$ cat config.mk
export PLATFORM = sky130hd
export DESIGN_NAME = enc_8b10b
export DESIGN_NICKNAME = d
export VERILOG_FILES = /design/src/rtl/enc8b10b_pkg.sv /design/src/rtl/enc_5b6b_3b4b_lut.sv /design/src/rtl/enc_8b10b.sv
export SDC_FILE = /design/constraint.sdc
export NUM_CORES = 1
export LEC_CHECK = 0
export BUFFER_PORTS_ARGS = -buffer_cell sky130_fd_sc_hd__buf_2
export CELL_PAD_IN_SITES_DETAIL_PLACEMENT = 1
export CELL_PAD_IN_SITES_GLOBAL_PLACEMENT = 1
export CORE_MARGIN = 2
export CORE_UTILIZATION = 35
export CTS_BUF_LIST = sky130_fd_sc_hd__clkbuf_4 sky130_fd_sc_hd__clkbuf_8 sky130_fd_sc_hd__clkbuf_16
export CTS_CLUSTER_DIAMETER = 120
export DETAILED_ROUTE_END_ITERATION = 16
export PLACE_DENSITY_LB_ADDON = 0.1
export SYNTH_ARGS = -nofsm -noshare
export SYNTH_HDL_FRONTEND = slang
export SYNTH_SLANG_ARGS = --single-unit
$ cat constraint.sdc
create_clock -name clk -period 2.64 [get_ports clk]
set_clock_uncertainty 0.15 [all_clocks]
set_input_delay 0.132 -clock clk [delete_from_list [all_inputs] [get_ports clk]]
set_output_delay 0.132 -clock clk [all_outputs]
set_load 0.1 [all_outputs]
$ cat src/rtl/enc8b10b_pkg.sv
// Shared 8b/10b code tables, comma constants and the legal-K check for enc_8b10b.
package enc8b10b_pkg;

    // 5b/6b codes (abcdei) for running disparity negative, indexed by x = EDCBA.
    localparam logic [5:0] CODE6_RDN [0:31] = '{
        6'b100111, 6'b011101, 6'b101101, 6'b110001,
        6'b110101, 6'b101001, 6'b011001, 6'b111000,
        6'b111001, 6'b100101, 6'b010101, 6'b110100,
        6'b001101, 6'b101100, 6'b011100, 6'b010111,
        6'b011011, 6'b100011, 6'b010011, 6'b110010,
        6'b001011, 6'b101010, 6'b011010, 6'b111010,
        6'b110011, 6'b100110, 6'b010110, 6'b110110,
        6'b001110, 6'b101110, 6'b011110, 6'b101011
    };

    // Bit x set when the 6b code for D.x is balanced. D.7 is left clear so
    // that it is inverted at RD+ and flips the disparity like an unbalanced code.
    localparam logic [31:0] BALANCED6 = 32'b0001_0110_0111_1110_0111_1110_0110_1000;

    // K28 has its own 6b code, different from D.28.
    localparam logic [5:0] K28_6B_RDN = 6'b001111;
    localparam logic [5:0] K28_6B_RDP = 6'b110000;

    // 3b/4b data codes (fghj) for rd6 negative, indexed by y = HGF.
    // Entry 7 is the primary P7 code; the alternate A7 is chosen separately.
    localparam logic [3:0] D4_RDN [0:7] = '{
        4'b1011, 4'b1001, 4'b0101, 4'b1100,
        4'b1101, 4'b1010, 4'b0110, 4'b1110
    };

    // Bit y set when the data 4b code is inverted at rd6 positive (y = 0, 3, 4, 7).
    localparam logic [7:0] D4_COMPL = 8'b1001_1001;

    // 3b/4b control codes (fghj) for rd6 negative; every entry is inverted at rd6 positive.
    localparam logic [3:0] K4_RDN [0:7] = '{
        4'b1011, 4'b0110, 4'b1010, 4'b1100,
        4'b1101, 4'b0101, 4'b1001, 4'b0111
    };

    // Bit y set when the 4b code for that y is unbalanced and flips the disparity.
    localparam logic [7:0] UNBAL4 = 8'b1001_0001;

    // Complete K28.5 comma groups emitted when no byte is offered.
    localparam logic [9:0] K28_5_RDN = 10'b0011111010;
    localparam logic [9:0] K28_5_RDP = 10'b1100000101;

    // Legal control codes: K28.0-K28.7 plus K23.7, K27.7, K29.7 and K30.7.
    function automatic logic isLegalK(input logic [4:0] x, input logic [2:0] y);
        logic legal;
        legal = 1'b0;
        if (x == 5'd28) begin
            legal = 1'b1;
        end else if (y == 3'd7) begin
            legal = (x == 5'd23) || (x == 5'd27) || (x == 5'd29) || (x == 5'd30);
        end
        return legal;
    endfunction

endpackage

$ cat src/rtl/enc_5b6b_3b4b_lut.sv
// Combinational 8b/10b code lookup: one byte in, one 10-bit group and the next RD out.
module enc_5b6b_3b4b_lut
    import enc8b10b_pkg::*;
(
    input  logic [4:0] x,
    input  logic [2:0] y,
    input  logic       K,
    input  logic       rd_in,
    output logic [9:0] code10,
    output logic       rd_out,
    output logic       k_illegal
);

    logic       legalK;
    logic       useK;
    logic       unbal6;
    logic       rd6;
    logic       useAlt7;
    logic [5:0] code6;
    logic [3:0] code4;

    // Encode the 6b sub-block at rd_in, then the 4b sub-block at the disparity it leaves.
    // An illegal control request falls back to the data code but still forces A7 on y = 7.
    always_comb begin
        legalK    = isLegalK(x, y);
        useK      = K && legalK;
        k_illegal = K && !legalK;
        unbal6    = !BALANCED6[x];
        rd6       = rd_in;
        code6     = CODE6_RDN[x];
        useAlt7   = 1'b0;
        code4     = D4_RDN[y];

        if (useK && (x == 5'd28)) begin
            code6 = rd_in ? K28_6B_RDP : K28_6B_RDN;
            rd6   = ~rd_in;
        end else begin
            code6 = (rd_in && unbal6) ? ~CODE6_RDN[x] : CODE6_RDN[x];
            rd6   = rd_in ^ unbal6;
        end

        if (useK) begin
            code4 = rd6 ? ~K4_RDN[y] : K4_RDN[y];
        end else if (y == 3'd7) begin
            useAlt7 = K
                   || (!rd6 && ((x == 5'd17) || (x == 5'd18) || (x == 5'd20)))
                   || ( rd6 && ((x == 5'd11) || (x == 5'd13) || (x == 5'd14)));
            if (useAlt7) begin
                code4 = rd6 ? 4'b1000 : 4'b0111;
            end else begin
                code4 = rd6 ? 4'b0001 : 4'b1110;
            end
        end else begin
            code4 = (rd6 && D4_COMPL[y]) ? ~D4_RDN[y] : D4_RDN[y];
        end

        rd_out = rd6 ^ UNBAL4[y];
        code10 = {code6, code4};
    end

endmodule

$ cat src/rtl/enc_8b10b.sv
// 8b/10b encoder: registered code group, running disparity tracking and optional comma insertion.
module enc_8b10b
    import enc8b10b_pkg::*;
#(
    parameter bit IDLE_INSERT = 1'b1
)
(
    input  logic       clk,
    input  logic       reset,
    input  logic       valid_in,
    input  logic [7:0] data_in,
    input  logic       control_in,
    output logic [9:0] data_10b,
    output logic       valid_out,
    output logic       k_err,
    output logic       rd
);

    logic [9:0] data_q;
    logic [9:0] data_d;
    logic       valid_q;
    logic       valid_d;
    logic       kerr_q;
    logic       kerr_d;
    logic       rd_q;
    logic       rd_d;

    logic [9:0] lutCode;
    logic       lutRd;
    logic       lutKIllegal;

    enc_5b6b_3b4b_lut uLut (
        .x         (data_in[4:0]),
        .y         (data_in[7:5]),
        .K         (control_in),
        .rd_in     (rd_q),
        .code10    (lutCode),
        .rd_out    (lutRd),
        .k_illegal (lutKIllegal)
    );

    // Choose the next group: the encoded byte, an idle comma, or a hold of the last group.
    always_comb begin
        data_d  = data_q;
        rd_d    = rd_q;
        valid_d = 1'b0;
        kerr_d  = 1'b0;
        if (valid_in) begin
            data_d  = lutCode;
            rd_d    = lutRd;
            valid_d = 1'b1;
            kerr_d  = lutKIllegal;
        end else if (IDLE_INSERT) begin
            data_d  = rd_q ? K28_5_RDP : K28_5_RDN;
            rd_d    = ~rd_q;
            valid_d = 1'b1;
        end
    end

    // Register the group and disparity; reset drops any group in flight and returns to RD-.
    always_ff @(posedge clk) begin
        if (reset) begin
            data_q  <= '0;
            valid_q <= 1'b0;
            kerr_q  <= 1'b0;
            rd_q    <= 1'b0;
        end else begin
            data_q  <= data_d;
            valid_q <= valid_d;
            kerr_q  <= kerr_d;
            rd_q    <= rd_d;
        end
    end

    assign data_10b  = data_q;
    assign valid_out = valid_q;
    assign k_err     = kerr_q;
    assign rd        = rd_q;

endmodule

==> summary.txt, run 1 <==
Clocking
  – Worst skew pair latency: 0.24 ns
  – Cts bufs inserted: 3
  – Clk sink count: 13
  – CTS tree: done
  – Maximum clock path buffer count: 2
  – Post-CTS Setup Inserts: 0
  – H-tree levels: 1
  – CTS clk-pin slew, worst paths: 0.05 ns
  – Clock root buffer: clkbuf_8

STA
  – Setup TNS Final: 0 ns
  – Slew @ Worst Pin: 0.807 ns
  – Fin. max-slew vios: 0
  – Fin. Hold Viols: 0
  – Tmin final: 2.38 ns
  – Final Setup Violations: 0
  – Maximum clock frequency: 421 MHz
  – Relative slew slack: 45.5%
  – Period utilisation layout: 90.0%
  – Hold_ws: 0.0462 ns
  – RSZ-0062 raised after global routing: false

Finish
  – Synth-to-Final Area Change: 19.3%
  – ANT cells: 0
  – Leading cell type in the layout, fill and taps excluded: buf_2
  – Final #Nets: 249
  – Layout cells sized above 1: 26.7%
  – Commonest cells after routing, fill and taps aside: 24 x buf_2, 18 x buf_4, 15 x ha_1

Worst setup path
  – Worst EP required: 2.67 ns
  – WP buf/inv: 2
  – Critical path's slowest cell: ha_1
  – Type of origin of the critical path: input pin
  – Crit path largest cell delay: 0.32 ns
  – FF-to-FF Start: rd
  – Crit. Startpoint: data_in[0]
  – Critical Path AT: 2.41 ns
  – Worst Reg2Reg Path Length in Cells: 6
  – CP cell instances: buf_2 -> inv_1 -> ha_1 -> mux2i_1 -> o21bai_1 -> o211a_1 -> a21oi_1 -> ha_1 -> nor2b_1 -> o21ai_0 -> a21oi_1 -> o32ai_2 -> o221a_1
  – Top Family by Delay on Critical Path: compound AO/OA/AOI/OAI gates
  – Max Fanout on Critical Path: 4
  – CP endpoint kind: flop
  – Critical path depth: 13
  – Critical path type: in -> reg

Power
  – Final Total Pwr: 916 µW
  – Power per cell area: 497 nW/µm²
  – Leak pwr: 0.847 nW
  – Worst vdd ir: 0.000194 V

Logic synthesis
  – Syn_nets: 214
  – Library cells used by synthesis: 53
  – Sequential share of the synthesized area: 16.9%
  – Post-synthesis cell count: 187
  – Synth async-reset ratio: 0%
  – Avg Inst Size Synth: 8.26 µm²
  – Mapped Area: 1540 µm²
  – Yosys warns: 0
  – Synth Flop Type: dfxtp_1
  – Post-synth EDFFs: 0
  – FF+latch count, synth: 13

GRT
  – Initial antenna violation count: 0
  – GRT Resource Usage Total: 17.9%
  – First-pass GRT wire length: 7180 µm
  – Largest net degree at the start of global routing: 19
  – GRT overflow: 0
  – Vias in the first global route: 1525

Floorplan
  – Ports: 25
  – Die width: 70.4 µm
  – Rows: 24
  – Chip height: 70.4 µm
  – Starting Density: 36.0%
  – Area of the core: 4290 µm²
  – Die area: 4960 µm²

Placed design
  – HPWL after DPL: 3450 µm
  – GPL Wtd Cong: 0.746
  – Port Buffers: 24

Routing
  – Via Count: 1482
  – DR vias/cell: 5.43
  – Iter 0 DRT Violations: 50
  – WL/cell: 15.2 µm
  – TritonRoute pass-1 iters: 4
  – Drc violations: 0
  – Antenna Nets Post-Route: 0
  – Final WL: 4150 µm

Outcome
  – Status: complete, no violations

Run
  – Max Cap Violations: 0

Worst hold path
  – Hold Crit Depth: 2
  – Worst hold path type: in -> reg
  – Hold wc startpoint: valid_in
## what timing repair did
item | CTS | global route
endpoints found under the setup margin | 0 | 2
resized for setup | 0 | 2
hold buffers | 0 | 0
## report_power, final
group	internal, mW	switching (mW)
clock	0.116	0.0633
sequential	0.219	0.0107
combinational	0.166	0.341
total	0.502	0.414
## final timing paths
path / endpoint / slack, ns
worst min register to register: data_10b[0] / 0.58
worst max register to register: data_10b[3] / 0.64
worst max-delay path: data_10b[3] / 0.26
worst min-delay path: rd / 0.05
## registers in the layout, summed over array words and instances, names as in the netlist
register,cells
data_10b,10
k_err,1
rd,1
valid_out,1
## final cells by class
cell class / count / area (µm²)
clock buffers: 4 / 48.8
fillers: 537 / 2450
inverters: 12 / 45.0
multi-input cells: 150 / 1170
flip-flops and latches: 13 / 260
well taps: 52 / 65.1
repair buffers: 42 / 255
## per-stage QoR
stage               cells  worst slack (ns)  cell area, µm²  util, %
CTS                   273             0.202            1830     42.7
finish                273             0.264            1840     42.9
detailed placement    269           -0.0266            1790     41.6
global route          273            0.0266            1840     42.9
floorplan             187             0.152            1540        -
global placement      269            0.0107            1790     41.6
## layer usage
layer | vias up | GRT usage (%) | share of wire, %
met5 | - | 0 | 0
met4 | 0 | 7.48 | 1.5
met3 | 4 | 1.88 | 4.0
met2 | 29 | 29.4 | 45
met1 | 699 | 23.8 | 49
li1 | 750 | - | -
## synthesized netlist by cell type, drive strengths merged (2+ instances only)
cell type  number  area, µm²
a211oi          5       52.6
a21boi          3       22.5
a21oi          15       78.8
a2bb2oi         2       17.5
and3            3       18.8
and4            2       17.5
buf             8       60.1
clkbuf          4       18.8
dfxtp          13        260
ha             15        188
inv            12       45.0
mux2            3       37.5
mux2i          11        110
mux4            2       45.0
nand2          10       37.5
nand2b          4       25.0
nand3           4       20.0
nand3b          3       22.5
nor2           11       48.8
nor2b           3       18.8
nor3            5       25.0
nor3b           3       22.5
o211a           2       20.0
o211ai          2       15.0
o21ai          12       60.1
o221a           3       33.8
o22ai           2       12.5
o311ai          3       26.3
xnor2           7       61.3
xor2            3       26.3
## logic make-up (layout without fill, tap and decap cells)
logic type	count (synthesis)	in the layout	share of synthesized area [%]
adder cells (fa/ha/maj)	15	15	12.2
flip-flops	13	13	16.9
XOR/XNOR	10	10	5.67
buffers and inverters	24	58	8.02
multiplexers	16	16	12.5
AND/OR/NAND/NOR	51	51	18.0
AO/OA/AOI/OAI	58	58	26.8
(Power assumes the default switching activity.)
==> inputs of run 2 (changes only) <==
Settings changed: CAP_MARGIN set to 10, CORE_UTILIZATION 35 to 42.
==> run 2 against run 1 <==
Worst setup slack lost 0.071 ns; via count grew 5.1%; die area shrank 16%; clock power is essentially flat; first-iteration DRC count grew 24%; largest cell class unchanged; largest power group unchanged; highest routed layer unchanged.
==> summary.txt, run 2 (synthesis results as in run 1) <==
GRT
  – Initial antenna violation count: 0
  – First-pass GRT wire length: 7120 µm
  – Largest net degree at the start of global routing: 26
  – Vias in the first global route: 1499
  – GRT Resource Usage Total: 21.5%
  – GRT overflow: 0

Finish
  – Layout cells sized above 1: 26.4%
  – FILL cells: 455
  – Leading cell type in the layout, fill and taps excluded: buf_2
  – Synth-to-Final Area Change: 18.5%
  – Final #Nets: 248
  – Commonest cells after routing, fill and taps aside: 24 x buf_2, 17 x buf_4, 15 x ha_1
  – Layout Cells excl Fill: 268
  – ANT cells: 0
  – Max reg flops: 10

STA
  – Fin. Hold Viols: 0
  – Slew @ Worst Pin: 0.684 ns
  – Relative slew slack: 53.8%
  – RSZ-0062 raised after global routing: false
  – Fin. max-slew vios: 0
  – Maximum clock frequency: 409 MHz
  – Tmin final: 2.45 ns
  – Final Setup Violations: 0
  – Period utilisation layout: 92.7%
  – Final worst slack: 0.193 ns

Worst setup path
  – Crit path top cell by count: ha_1
  – Worst setup path end: data_10b[2]
  – Max Fanout on Critical Path: 3
  – Flop-to-flop setup slack: 0.55 ns
  – CP endpoint kind: flop
  – Type of origin of the critical path: input pin
  – Critical path type: in -> reg
  – Worst Reg2Reg Path Length in Cells: 6
  – Worst EP required: 2.62 ns
  – FF-to-FF End: data_10b[2]
  – CP cell instances: buf_2 -> inv_1 -> ha_1 -> mux2i_1 -> o21bai_1 -> o211a_1 -> a21oi_1 -> ha_1 -> nor2b_1 -> a21boi_0 -> o21ai_0 -> nor3b_1 -> o221a_2
  – FF-to-FF Start: rd
  – Crit. Startpoint: data_in[0]
  – Crit path largest cell delay: 0.32 ns
  – Critical path's slowest cell: ha_1
  – Critical Path AT: 2.42 ns

Clocking
  – Clock root buffer: clkbuf_8
  – Worst skew pair latency: 0.24 ns
  – Cts bufs inserted: 3
  – Maximum clock path buffer count: 2
  – H-tree levels: 1
  – CTS clk-pin slew, worst paths: 0.05 ns
  – CTS tree: done
  – Post-CTS Setup Inserts: 0
  – Clk sink count: 13

Run
  – Max Cap Violations: 0

Floorplan
  – Chip height: 64.6 µm
  – Rows: 22
  – Die width: 64.6 µm
  – Starting Density: 42.8%
  – Die area: 4180 µm²
  – Ports: 25
  – Area of the core: 3610 µm²

Placed design
  – Dpl cells: 264
  – GPL Wtd Cong: 0.868
  – HPWL after DPL: 3420 µm
  – Pre-CTS WS: -0.0439 ns
  – Port Buffers: 24

Power
  – Power per cell area: 502 nW/µm²
  – Leak pwr: 0.841 nW
  – Worst vdd ir: 0.000121 V
  – Final Total Pwr: 918 µW

Outcome
  – Status: complete, no violations

Routing
  – TritonRoute pass-1 iters: 4
  – Antenna Nets Post-Route: 0
  – Iter 0 DRT Violations: 62
  – Via Count: 1558
  – DR vias/cell: 5.81
  – Final WL: 4190 µm
  – Drc violations: 0
  – WL/cell: 15.6 µm

Worst hold path
  – Hold wc startpoint: reset
  – Worst hold path type: in -> reg
[run 2: cell types whose count changed in the layout (fill, tap and decap cells not counted), sizes merged]
cell  delta
buf      -1
[run 2: routing by layer]
layer	share of wire, %	track usage (%)
met1	45	28.8
met3	4.7	0.868
met4	1.3	7.18
met2	49	37.0
met5	0	0
[run 2: how the worst min path moves through the flow]
stage                   to  slack (ns)  depth (start not counted)
3_3_place_gp            rd        0.28                          2
2_1_floorplan           rd        0.09                          1
6_report       data_10b[8]        0.05                          2
4_1_cts        data_10b[8]        0.04                          2
5_1_grt        data_10b[8]        0.06                          2
3_5_place_dp   data_10b[8]        0.29                          2
[run 2: what timing repair did]
item	4_1_cts	5_1_grt
hold buffers	0	0
resized for setup	0	2
endpoints found under the setup margin	0	1
[run 2: per-stage QoR]
step                      TNS (ns)  instance area (µm²)  hold WS (ns)  utilization [%]
after detailed placement   -0.0780                 1770         0.287             49.2
after global placement           0                 1770         0.283             49.2
after global routing             0                 1830        0.0615             50.7
final                            0                 1830        0.0466             50.7
after CTS                        0                 1820        0.0389             50.5
after floorplan                  0                 1540        0.0881                -
[run 2: power breakdown]
group          internal, mW  switching [mW]
combinational         0.166           0.344
clock                 0.116          0.0616
sequential            0.219          0.0107
[run 2: cell type report]
cell class | count | area [µm²] | area share, %
Sequential cell | 13 | 260 | 14.2
Timing Repair Buffer | 41 | 248 | 13.5
Tap cell | 48 | 60.1 | 3.28
Multi-Input combinational cell | 150 | 1170 | 63.8
Clock buffer | 4 | 48.8 | 2.67
Inverter | 12 | 45.0 | 2.46
[run 2: worst max-delay path, delay by kind of cell]
| family | cells | cell delay [ns] |
|---|---|---|
| AO/OA/AOI/OAI | 6 | 1.10 |
| adder cells (fa/ha/maj) | 2 | 0.51 |
| AND/OR/NAND/NOR | 2 | 0.37 |
| multiplexers | 1 | 0.16 |
| buffers and inverters | 2 | 0.14 |
